**src/rtl/pe_ctrl.sv**
```systemverilog
// Sequencer for a PE array: weight preload, operand streaming, pipeline drain, completion.
// Optional busy-cycle performance counter enabled by defining PE_CTRL_PERF_EN.
module pe_ctrl #(
    parameter int ROWS     = 4,
    parameter int CNT_BW   = 16,
    parameter int PIPE_LAT = 2
) (
    input  logic              clk,
    input  logic              rst_n,
    input  logic              cmd_valid,
    output logic              cmd_ready,
    input  logic [1:0]        cmd_op,
    input  logic [CNT_BW-1:0] cmd_len,
    input  logic              in_valid,
    output logic [1:0]        gemm_uno,
    output logic              wload_o,
    output logic              feed_en,
    output logic [CNT_BW-1:0] beat_idx,
    output logic              busy_o,
    output logic              done_o,
    output logic [CNT_BW-1:0] perf_cyc_o
);

    typedef enum logic [2:0] {
        ST_IDLE   = 3'd0,
        ST_LOAD   = 3'd1,
        ST_STREAM = 3'd2,
        ST_DRAIN  = 3'd3,
        ST_DONE   = 3'd4
    } state_t;

    state_t            state_r;
    state_t            state_s;
    logic [CNT_BW-1:0] len_r;
    logic [CNT_BW-1:0] beat_r;
    logic [CNT_BW-1:0] phase_r;
    logic [1:0]        uno_r;
    logic              ready_r;
    logic              accept_s;
    logic              feed_s;
    logic              wload_s;
    logic              busy_s;
    logic              done_s;
    logic              last_beat_s;

    assign accept_s    = cmd_valid & ready_r & (state_r == ST_IDLE);
    assign last_beat_s = feed_s & (beat_r == (len_r - CNT_BW'(1)));

    // State register
    always_ff @(posedge clk or negedge rst_n) begin
        if (!rst_n) begin
            state_r <= ST_IDLE;
        end else begin
            state_r <= state_s;
        end
    end

    // Next-state logic
    always_comb begin
        state_s = state_r;
        case (state_r)
            ST_IDLE: begin
                if (accept_s) begin
                    if (cmd_len == {CNT_BW{1'b0}}) begin
                        state_s = ST_DONE;
                    end else if (cmd_op == 2'b00) begin
                        state_s = ST_LOAD;
                    end else begin
                        state_s = ST_STREAM;
                    end
                end else begin
                    state_s = ST_IDLE;
                end
            end
            ST_LOAD: begin
                if (phase_r == CNT_BW'(ROWS - 1)) begin
                    state_s = ST_STREAM;
                end else begin
                    state_s = ST_LOAD;
                end
            end
            ST_STREAM: begin
                if (last_beat_s) begin
                    state_s = ST_DRAIN;
                end else begin
                    state_s = ST_STREAM;
                end
            end
            ST_DRAIN: begin
                if (phase_r == CNT_BW'(PIPE_LAT - 1)) begin
                    state_s = ST_DONE;
                end else begin
                    state_s = ST_DRAIN;
                end
            end
            ST_DONE: state_s = ST_IDLE;
            default: state_s = ST_IDLE;
        endcase
    end

    // Output decode; feed_en follows in_valid directly so a beat is taken the cycle it arrives
    always_comb begin
        wload_s = 1'b0;
        feed_s  = 1'b0;
        busy_s  = 1'b1;
        done_s  = 1'b0;
        case (state_r)
            ST_IDLE:   busy_s  = 1'b0;
            ST_LOAD:   wload_s = 1'b1;
            ST_STREAM: feed_s  = in_valid;
            ST_DRAIN:  busy_s  = 1'b1;
            ST_DONE:   done_s  = 1'b1;
            default:   busy_s  = 1'b0;
        endcase
    end

    // Phase counter for LOAD and DRAIN durations, restarted on every state change
    always_ff @(posedge clk or negedge rst_n) begin
        if (!rst_n) begin
            phase_r <= {CNT_BW{1'b0}};
        end else if (state_s != state_r) begin
            phase_r <= {CNT_BW{1'b0}};
        end else begin
            phase_r <= phase_r + CNT_BW'(1);
        end
    end

    // cmd_ready held low through reset and raised by the first edge after release
    always_ff @(posedge clk or negedge rst_n) begin
        if (!rst_n) begin
            ready_r <= 1'b0;
        end else begin
            ready_r <= (state_s == ST_IDLE);
        end
    end

    // Command latch and beat counter
    always_ff @(posedge clk or negedge rst_n) begin
        if (!rst_n) begin
            uno_r  <= 2'b00;
            len_r  <= {CNT_BW{1'b0}};
            beat_r <= {CNT_BW{1'b0}};
        end else if (accept_s) begin
            uno_r  <= cmd_op;
            len_r  <= cmd_len;
            beat_r <= {CNT_BW{1'b0}};
        end else if (feed_s) begin
            beat_r <= beat_r + CNT_BW'(1);
        end
    end

`ifdef PE_CTRL_PERF_EN
    logic [CNT_BW-1:0] cyc_r;
    logic [CNT_BW-1:0] perf_r;
    logic [CNT_BW-1:0] cyc_inc_s;

    assign cyc_inc_s = (&cyc_r) ? cyc_r : (cyc_r + CNT_BW'(1));

    // Busy-cycle counter; the DONE cycle itself is included in the published count
    always_ff @(posedge clk or negedge rst_n) begin
        if (!rst_n) begin
            cyc_r  <= {CNT_BW{1'b0}};
            perf_r <= {CNT_BW{1'b0}};
        end else begin
            if (accept_s) begin
                cyc_r <= {CNT_BW{1'b0}};
            end else if (busy_s) begin
                cyc_r <= cyc_inc_s;
            end
            if (done_s) begin
                perf_r <= cyc_inc_s;
            end
        end
    end

    assign perf_cyc_o = perf_r;
`else
    assign perf_cyc_o = {CNT_BW{1'b0}};
`endif

    assign cmd_ready = ready_r;
    assign gemm_uno  = uno_r;
    assign wload_o   = wload_s;
    assign feed_en   = feed_s;
    assign beat_idx  = beat_r;
    assign busy_o    = busy_s;
    assign done_o    = done_s;

endmodule

```
**config.mk**
```make
export PLATFORM = sky130hd
export DESIGN_NAME = pe_ctrl
export DESIGN_NICKNAME = d
export VERILOG_FILES = /design/src/rtl/pe_ctrl.sv
export SDC_FILE = /design/constraint.sdc
export NUM_CORES = 1
export LEC_CHECK = 0
export CAP_MARGIN = 20
export CORE_UTILIZATION = 45
export DETAILED_ROUTE_END_ITERATION = 10
export HOLD_SLACK_MARGIN = 0.08
export PLACE_DENSITY = 0.71
export SLEW_MARGIN = 20
export SYNTH_ARGS = -nofsm -noshare
export SYNTH_HDL_FRONTEND = slang
export SYNTH_SLANG_ARGS = --single-unit
```
**constraint.sdc**
```tcl
create_clock -name clk -period 5.6 [get_ports clk]
set_input_delay 1.12 -clock clk [delete_from_list [all_inputs] [get_ports clk]]
set_output_delay 1.12 -clock clk [all_outputs]
set_load 0.05 [all_outputs]
```
==> Yosys cells after proc, flatten, opt, wreduce, memory -nomap -nowiden <==
Cells that the tools add are included.
{ "word_totals": {"output_inout_bits": 39, "input_bits": 22, "wordCells": 40, "regBits": 54} }
{ "classes": {"addsub": 3, "bitwise_logic": 3, "n_eq_ne": 8, "mux": 14, "n_reduce_logical": 6} }
{ "op_table": {"columns": ["operator", "n"], "rows": [
  ["2-to-1 mux 16 bit", 3],
  ["adder 16 x 1 -> 16 bit (second input constant)", 2],
  ["equality test 16 x 1 -> 1 bit (second input constant)", 1],
  ["equality test 16 bit", 1],
  ["equality test 16 x 2 -> 1 bit (second input constant)", 1],
  ["logical NOT 16 bit", 1],
  ["subtractor 16 x 1 -> 16 bit (second input constant)", 1],
  ["one-hot mux 3 bit (4 select lines)", 1],
  ["2-to-1 mux 3 bit", 3],
  ["equality test 3 x 2 -> 1 bit (second input constant)", 2],
  ["logical NOT 3 bit", 2],
  ["2-to-1 mux 1 bit", 5],
  ["2-to-1 mux 2 bit", 2],
  ["OR reduction 4 bit", 1],
  ["AND 1 bit", 3],
  ["equality test 3 x 1 -> 1 bit (second input constant)", 1],
  ["equality test 3 bit (second input constant)", 1],
  ["!= test 3 bit", 1],
  ["logical NOT 2 bit", 1],
  ["nonzero test 2 bit", 1]
]} }

==> Depth between registers and ports, before layout <==
Gate-level depths: netlist of run 1.
{ "depth": {"depth_word": 7, "depth_mapped": 10, "depth_no_buf": 8} }

==> Worst setup path before layout of run 1 <==
No wires, ideal clock.
{ "synth_timing": {"kind": "input to register", "startpoint": "input in_valid", "endpoint": "register phase_r[1]", "required_time_ns": 5.481, "slack_ns": 2.294, "arrival_ns": 3.186, "n_path_buf": 3, "setup_ns": 0.119, "cell_stages": 9, "path_cell_list": "nor4bb_1 clkbuf_1 nand3_1 a211o_2 nor4_1 and4_1 buf_6 buf_8 nor3b_2"} }
{ "synth_between": {"elab_chain_cells": 6} }
{ "synth_rtl": {"columns": ["element", "line", "text"], "rows": [
  ["start: declaration", "14", "input logic in_valid,"],
  ["2-to-1 mux 1 bit", "107", "case (state_r)"],
  ["named net feed_en", "17", "output logic feed_en,"],
  ["AND 1 bit", "47", "assign last_beat_s = feed_s & (beat_r == (len_r - CNT_BW'(1)));"],
  ["2-to-1 mux 1 bit", "83", "if (last_beat_s) begin"],
  ["one-hot mux 3 bit (4 select lines)", "61", "case (state_r)"],
  ["!= test 3 bit", "121", "end else if (state_s != state_r) begin"],
  ["2-to-1 mux 16 bit", "121", null],
  ["end signal: assignment", "120", "phase_r <= {CNT_BW{1'b0}};"],
  ["end signal: assignment", "122", "phase_r <= {CNT_BW{1'b0}};"],
  ["end signal: assignment", "124", "phase_r <= phase_r + CNT_BW'(1);"],
  ["end: declaration", "36", "logic [CNT_BW-1:0] phase_r;"]
]} }
The timed path passes the listed nets, and every way through them passes these cells.
A chain may end at the register's enable or synchronous reset.

==> Worst setup path in the final report of run 1 <==
{ "layout_timing": {"startpoint": "input in_valid", "endpoint": "output feed_en"} }
{ "layout_between": {"elab_chain_cells": 1} }
{ "layout_rtl": {"columns": ["element", "line"], "rows": [
  ["2-to-1 mux 1 bit", "107"],
  ["end: declaration", "17"]
]} }
Every way passes these cells.

==> results.cfg, run 1 <==
[cts]
clockRootBuffer = clkbuf_8
cts_tree = built
postCtsSetupBuffers = 0
clk_latency_ps = 310
cts_hold_buf = 0
numCtsBuffers = 5
clkTransAtPathRegs_ps = 90
cts_htree_levels = 2
cts-resized-gates = 0
clock-sinks = 54
clock_path_buffers = 2

[synthesis]
synthArstFlopShare_pct = 100
netlist_area_mm2 = 0.00324
ys_seq_area_share_pct = 41.7
ys_seq_elements = 54
post-synth-top-count-cell = dfrtp_1
synth_top_area_share_pct = 41.7
synth.area.top_cells = dfrtp_1, xor2_1, mux2_2, nor2_1, xnor2_1
avgSynthCellArea_um2 = 9.33
synth_cell_types = 48
postSynthCellCount = 347
synth_common_cells = dfrtp_1, nor2_1, xor2_1, nand2_1, nor4_1
synth.largest_area_cell = dfrtp_1
synth_edf_count = 0
yosys_warnings = 0
ys.flop_type = dfrtp_1

[place]
pre_cts_slack_ps = 1550
gp_congestion = 0.827
dp_hpwl_um = 4830
io_buffer_count = 44

[global_route]
grt_pass1_vias = 2374
grt_pass1_wl_um = 11400
grt_usage_pct = 19.0
use_met3_pct = 4.10
gr-total-overflow = 0
antenna_found_initial = 0
grt_use_met2_pct = 28.1
busiest_layer = met1
grt_max_degree = 55
use_met1_pct = 28.1

[die]
dieWidth_um = 86.8
core_area_mm2 = 0.00687
io_pins = 61
fp-row-count = 30
die_area_mm2 = 0.00754
die_h_um = 86.8
start_util_pct = 47.1

[route]
first_pass_iters = 5
route.detailed.drc = 0
vias_per_cell = 5.38
drtIter0Drc = 147
vias = 2589
avgRoutedWirePerCell_um = 13.7
drt-total-wl_um = 6610
antenna_left = 0

[pwr]
net-switching-power_mw = 0.742
sw_frac_of_total_pct = 43.7
internal_power_mw = 0.956
power_frac_clock_pct = 15.8
p_leak_nw = 1.59
power_frac_comb_pct = 44.2
power.density_mw_per_mm2 = 449
vdd_drop_max_mv = 0.268
seq_power_share_pct = 40.0

[timing]
max_freq_mhz = 248
fin_crit_sh_pct = 72.1
tightest_slew_ps = 1050
fin_worst_skew_ps = 8.68
setup_violations = 0
finalCriticalPeriod_ps = 4040
rsz0062_at_grt = no
maxSlewHeadroom_pct = 30.1
setup_ws_ps = 1560
hold_viol_final = 0
drv_slew = 0
finalSetupTns_ps = 0

[final_layout]
area_growth_pct = 16.9
antennaDiodeCount = 0
drive_gt1_share_pct = 9.35
nets = 410
finish.utilization_pct = 55.1
n_fill_cell = 606

[worst_setup_path]
r2r_cells = 6
cp-start-kind = input port
cp_max_fo = 8
endpoint_kind = output port
path_class = in2out
worst_r2r_endpoint = phase_r[4]
crit_chain = clkdlybuf4s50_1, nor4bb_1, buf_4, clkdlybuf4s50_1
crit_required_ps = 4480
cp_top_family = buffers and inverters
path_common_cell = clkdlybuf4s50_1
crit_buf_inv = 3
rr_startpoint = len_r[2]
cpMaxStageDelayCell = clkdlybuf4s50_1
crit_arrival_ps = 2920
r2r_setup_slack_ps = 2340
max_stage_delay_ps = 810

[hold_path]
holdPathEnd = gemm_uno[1]
hold_path.startpoint = gemm_uno[1]
holdPathStages = 1
worst_hold_path_type = reg2reg

[run]
maxCapViolations = 0

[status]
status = finished, final reports clean
==> power groups by stage <==
| stage | Clock [mW] | Sequential (mW) | Combinational [mW] |
|---|---|---|---|
| 4_1_cts | 0.276 | 0.675 | 0.753 |
| 2_1_floorplan | 0 | 0.719 | 0.519 |
| 5_1_grt | 0.291 | 0.704 | 0.821 |
| 3_5_place_dp | 0 | 0.683 | 0.750 |
| 6_report | 0.269 | 0.679 | 0.751 |
| 3_3_place_gp | 0 | 0.679 | 0.737 |
==> metrics by stage <==
stage	hold slack [ps]	power, mW	std cells	cell area (um2)
floorplan	500	1.24	362	3290
global placement	500	1.42	473	3670
detailed placement	504	1.43	473	3670
CTS	532	1.71	481	3780
global route	554	1.82	481	3780
finish	528	1.70	481	3780
==> worst max-delay path by stage <==
| stage | start | to | cells past startpoint |
|---|---|---|---|
| 4_1_cts | in_valid | feed_en | 4 |
| 6_report | in_valid | feed_en | 4 |
| 3_5_place_dp | in_valid | feed_en | 4 |
| 5_1_grt | in_valid | feed_en | 4 |
| 3_3_place_gp | in_valid | feed_en | 4 |
| 2_1_floorplan | in_valid | phase_r[1] | 9 |
==> flip-flops by register name (all words and copies together), names as in the netlist <==
signal	count
state_r	3
phase_r	16
len_r	16
cmd_ready	1
beat_idx	16
gemm_uno	2
==> placed cells by master (no fill, tap or decap), types with 3 or more instances in the layout <==
cell type and instances:
ha_1 4, xor2_1 30, dfrtp_1 54, mux2_2 15, or2_2 3, nor4_1 19, o32ai_1 3, conb_1 16
nand2_1 21, nand3_1 18, clkdlybuf4s50_1 43, nor3_1 16, a21oi_1 5, and3_1 4, nand4_1 13, nor2_1 42
xnor2_1 16, and4_1 3, inv_1 11, clkbuf_8 5, o21ai_0 6
==> metal layers <==
| layer | wire length (um) | up-vias | share of wire (%) |
|---|---|---|---|
| met1 | 3300 | 1211 | 50 |
| li1 | - | 1265 | - |
| met3 | 426 | 6 | 6.4 |
| met2 | 2820 | 107 | 43 |
| met5 | 0 | - | 0 |
| met4 | 56 | 0 | 0.85 |
==> logic make-up (layout without fill, tap and decap cells) <==
logic type	count (synthesis)	count (layout)	synth area share, %
AND/OR/NAND/NOR	158	158	25.4
flip-flops	54	54	41.7
XOR/XNOR	46	46	12.4
buffers and inverters	42	65	7.58
AO/OA/AOI/OAI	25	25	5.34
multiplexers	17	17	5.84
adder cells (fa/ha/maj)	4	4	1.55
other	1	16	0.116
==> area by class of cell <==
| cell class | instances | area, um2 | area share (%) |
|---|---|---|---|
| Clock buffer | 5 | 68.8 | 1.82 |
| Clock inverter | 3 | 43.8 | 1.16 |
| Inverter | 11 | 41.3 | 1.09 |
| Multi-Input combinational cell | 266 | 1710 | 45.2 |
| Sequential cell | 54 | 1350 | 35.7 |
| Tap cell | 96 | 120 | 3.17 |
| Timing Repair Buffer | 46 | 450 | 11.9 |
==> worst reg2reg max path: cells and delay by family, from the launching register on <==
| family | cells | cell delay [ps] |
|---|---|---|
| DFF | 1 | 460 |
| and+or+nand+nor | 4 | 1970 |
| AOI/OAI and AO/OA | 2 | 680 |
Note: power is estimated with default switching activity, not from simulation.
==> run 2, diff against run 1 <==
==> constraint.sdc (replaced) <==
create_clock -name clk -period 4.05 [get_ports clk]
set_input_delay 0.81 -clock clk [delete_from_list [all_inputs] [get_ports clk]]
set_output_delay 0.81 -clock clk [all_outputs]
set_load 0.05 [all_outputs]
==> results.cfg, run 2 (synthesis gave the netlist of run 1 again) <==
[final_layout]
layout_commonest_cell = dfrtp_1
finish.utilization_pct = 55.1
nets = 411
antennaDiodeCount = 0
drive_gt1_share_pct = 9.84
area_growth_pct = 16.9
fin_cells = 482
layout_common_cells = dfrtp_1, nor2_1, clkdlybuf4s50_1, xor2_1, nand2_1
finalInstanceArea_mm2 = 0.00378

[timing]
hold_viol_final = 0
max_freq_mhz = 317
setup_violations = 0
finalCriticalPeriod_ps = 3160
finalSetupTns_ps = 0
rsz0062_at_grt = no
setup_ws_ps = 893
fin_worst_skew_ps = 10.5
fin_crit_sh_pct = 78.0
drv_slew = 0
hold_slack_ps = 469
tightest_slew_ps = 875
maxSlewHeadroom_pct = 41.5

[route]
antenna_left = 0
avgRoutedWirePerCell_um = 13.9
drtIter0Drc = 150
first_pass_iters = 4
vias = 2621
route.detailed.drc = 0
drt-total-wl_um = 6710
vias_per_cell = 5.44

[run]
maxCapViolations = 0

[worst_setup_path]
path_class = reg2reg
crit_required_ps = 4310
r2r_setup_slack_ps = 890
r2r_cells = 6
endpoint_kind = flip-flop
cp-start-kind = flip-flop
crit_arrival_ps = 3420
cp_max_fo = 17

[cts]
cts_htree_levels = 2
postCtsSetupBuffers = 0
clock_path_buffers = 2
clock-sinks = 54
clockRootBuffer = clkbuf_8
cts_tree = built
cts-resized-gates = 0
clk_latency_ps = 310
numCtsBuffers = 5
clkTransAtPathRegs_ps = 100
cts_hold_buf = 0

[pwr]
p_total_mw = 2.32
power.density_mw_per_mm2 = 613
vdd_drop_max_mv = 0.426
p_leak_nw = 1.60

[die]
dieWidth_um = 86.8
die_h_um = 86.8
start_util_pct = 47.1
io_pins = 61
core_area_mm2 = 0.00687
die_area_mm2 = 0.00754
fp-row-count = 30

[global_route]
grt_max_degree = 31
grt_usage_pct = 19.5
antenna_found_initial = 0
grt_pass1_wl_um = 11600
grt_pass1_vias = 2310
gr-total-overflow = 0

[place]
dp_hpwl_um = 4930
pre_cts_slack_ps = 685
io_buffer_count = 44
gp_congestion = 0.927
placed_cell_area_mm2 = 0.00368
dp.cells = 474

[hold_path]
worst_hold_path_type = in2async

[status]
status = finished, final reports clean
run 2: path summary, 6_finish.rpt:
path                                    end         from
worst max-delay path             state_r[0]     len_r[2]
worst min-delay path            gemm_uno[1]        rst_n
worst max register to register   state_r[0]     len_r[2]
worst min register to register  gemm_uno[1]  gemm_uno[1]
max in group asynchronous       beat_idx[7]        rst_n
min in group clk                gemm_uno[1]  gemm_uno[1]
run 2: area by class of cell:
| cell class | count | area (um2) |
|---|---|---|
| fill | 632 | 3090 |
| multi-input combinational | 266 | 1710 |
| sequential | 54 | 1350 |
| timing repair buffer | 47 | 455 |
| tap | 96 | 120 |
| clock buffer | 7 | 96.3 |
| inverter | 11 | 41.3 |
| clock inverter | 1 | 8.76 |
run 2: worst max-delay path, stage by stage, from the launching register on:
cell and delay, ps:
dfrtp_1 460, or4_1 660, o31a_1 340, or4b_1 490, a311oi_1 270, and4_1 650
or3_2 220
run 2: layer usage:
| layer | vias to the layer above | share of wire, % | GRT usage, % |
|---|---|---|---|
| met5 | - | 0 | 0 |
| met4 | 0 | 1.1 | 5.00 |
| met3 | 7 | 6.4 | 3.33 |
| met2 | 99 | 44 | 28.4 |
| met1 | 1244 | 48 | 29.7 |
| li1 | 1271 | - | - |
run 2: where the power goes:
| part | leakage, nW | internal (mW) | switching (mW) | total [mW] |
|---|---|---|---|---|
| logic | 0.842 | 0.443 | 0.604 | 1.05 |
| clock network | 0.0544 | 0.157 | 0.178 | 0.335 |
| registers | 0.700 | 0.695 | 0.244 | 0.939 |
| total | 1.60 | 1.29 | 1.03 | 2.32 |
==> run 3, diff against run 2 <==
--- a/config.mk
+++ b/config.mk
@@ -9,7 +9,7 @@
 export CORE_UTILIZATION = 45
 export DETAILED_ROUTE_END_ITERATION = 10
 export HOLD_SLACK_MARGIN = 0.08
-export PLACE_DENSITY = 0.71
+export PLACE_DENSITY = 0.73
 export SLEW_MARGIN = 20
 export SYNTH_ARGS = -nofsm -noshare
 export SYNTH_HDL_FRONTEND = slang
==> constraint.sdc (replaced) <==
create_clock -name clk -period 2.55 [get_ports clk]
set_input_delay 0.51 -clock clk [delete_from_list [all_inputs] [get_ports clk]]
set_output_delay 0.51 -clock clk [all_outputs]
set_load 0.05 [all_outputs]
==> results.cfg, run 3 (synthesis gave the netlist of run 1 again) <==
[place]
gp_congestion = 0.939
io_buffer_count = 44
dp_hpwl_um = 5850

[route]
vias = 2772
avgRoutedWirePerCell_um = 15.1
antenna_left = 0
vias_per_cell = 5.39
first_pass_iters = 4
drt-total-wl_um = 7770
route.detailed.drc = 0
drtIter0Drc = 127

[timing]
rsz0062_at_grt = yes
setup_violations = 3
finalSetupTns_ps = -15.9
hold_viol_final = 0
finalCriticalPeriod_ps = 2560
fin_crit_sh_pct = 101
setup_ws_ps = -14.8
fin_worst_skew_ps = 9.67
drv_slew = 0
maxSlewHeadroom_pct = 59.2
hold_slack_ps = 191
max_freq_mhz = 390
tightest_slew_ps = 612

[cts]
numCtsBuffers = 5
cts_tree = built
clock-sinks = 54
cts_hold_buf = 0
clk_latency_ps = 310
clkTransAtPathRegs_ps = 100
clock_path_buffers = 2
cts_htree_levels = 2
clockRootBuffer = clkbuf_8

[worst_setup_path]
cp_max_fo = 17
endpoint_kind = flip-flop
cp-start-kind = flip-flop
crit_chain = or4_4, o31a_1, or4b_1, a311oi_2, and4_4, buf_12, nor4_1
path_class = reg2reg
cpMaxStageDelayCell = or4_4
max_stage_delay_ps = 530
crit_buf_inv = 1
cp_top_family = simple AND/OR/NAND/NOR gates
crit_arrival_ps = 2750
crit_required_ps = 2740

[pwr]
vdd_drop_max_mv = 0.579
p_leak_nw = 1.77
power.density_mw_per_mm2 = 993

[die]
die_area_mm2 = 0.00754
fp-row-count = 30
io_pins = 61
start_util_pct = 47.1
dieWidth_um = 86.8
die_h_um = 86.8
core_area_mm2 = 0.00687

[global_route]
antenna_found_initial = 0
grt_usage_pct = 22.0
grt_pass1_vias = 2695
gr-total-overflow = 0
grt_pass1_wl_um = 13000
grt_max_degree = 29

[final_layout]
area_growth_pct = 26.3
nets = 443
layout_common_cells = dfrtp_1, nor2_1, clkdlybuf4s50_1, buf_4, xor2_1
finish.utilization_pct = 59.5
antennaDiodeCount = 0
layout_commonest_cell = dfrtp_1
n_fill_cell = 617
drive_gt1_share_pct = 18.9

[status]
violations = setup timing
status = finished, violations left

[run]
maxCapViolations = 0

[hold_path]
worst_hold_path_type = in2async
run 3: cell types whose count changed in the layout (fill, tap and decap cells not counted), moves of 2 or more:
cell and change:
buf_12 +3, buf_4 +30, clkdlybuf4s50_1 -3, dlygate4sd2_1 +2
run 3: final timing paths:
check / from / to / slack (ps) / cells after the start
setup / recovery: len_r[0] / phase_r[4] / -10 / 7
hold / removal: rst_n / phase_r[12] / 190 / 1
setup reg to reg: len_r[0] / phase_r[4] / -10 / 7
hold reg to reg: gemm_uno[0] / gemm_uno[0] / 520 / 1
max in group asynchronous: rst_n / beat_idx[6] / 1710 / 2
min in group clk: gemm_uno[0] / gemm_uno[0] / 520 / 1
run 3: power breakdown:
part	switching [mW]	leakage [nW]	internal, mW	total (mW)
clock network	0.302	0.0514	0.224	0.527
logic	1.18	1.02	0.950	2.13
registers	0.297	0.700	1.10	1.40
total	1.78	1.77	2.28	4.06
run 3: worst register-to-register path, cell delays in order, from the launching register on:
cell and delay [ps]:
dfrtp_1 390, or4_4 530, o31a_1 270, or4b_1 480
a311oi_2 290, and4_4 280, buf_12 140, nor4_1 60
run 3: what timing repair did:
action	CTS	global route
endpoints found under the setup margin	19	17
buffers inserted	0	1
gates resized for setup	7	5
pin swaps	3	3
run 3: layout make-up:
class	instances	area (um2)	area share, %
clock buffers	6	82.6	2.02
clock inverters	2	17.5	0.429
inverters	11	41.3	1.01
multi-input cells	266	1750	42.7
flip-flops and latches	54	1350	33.1
well taps	96	120	2.94
repair buffers	79	728	17.8
run 3: layer usage:
layer / wire length, um / part of all wire, % / global-route usage, %
met3: 296 / 3.8 / 3.62
met4: 140 / 1.8 / 6.67
met2: 3890 / 50 / 37.6
met5: 0 / 0 / 0
met1: 3450 / 44 / 28.5
run 3: through the flow:
step	area, um2	total power [mW]	cells	setup WS (ps)
5_1_grt	4090	4.32	514	-74.9
2_1_floorplan	3310	2.74	362	-40.9
6_report	4090	4.06	514	-14.8
3_5_place_dp	3940	3.46	505	-379
4_1_cts	4060	4.02	513	7.09
3_3_place_gp	3940	3.41	505	-403
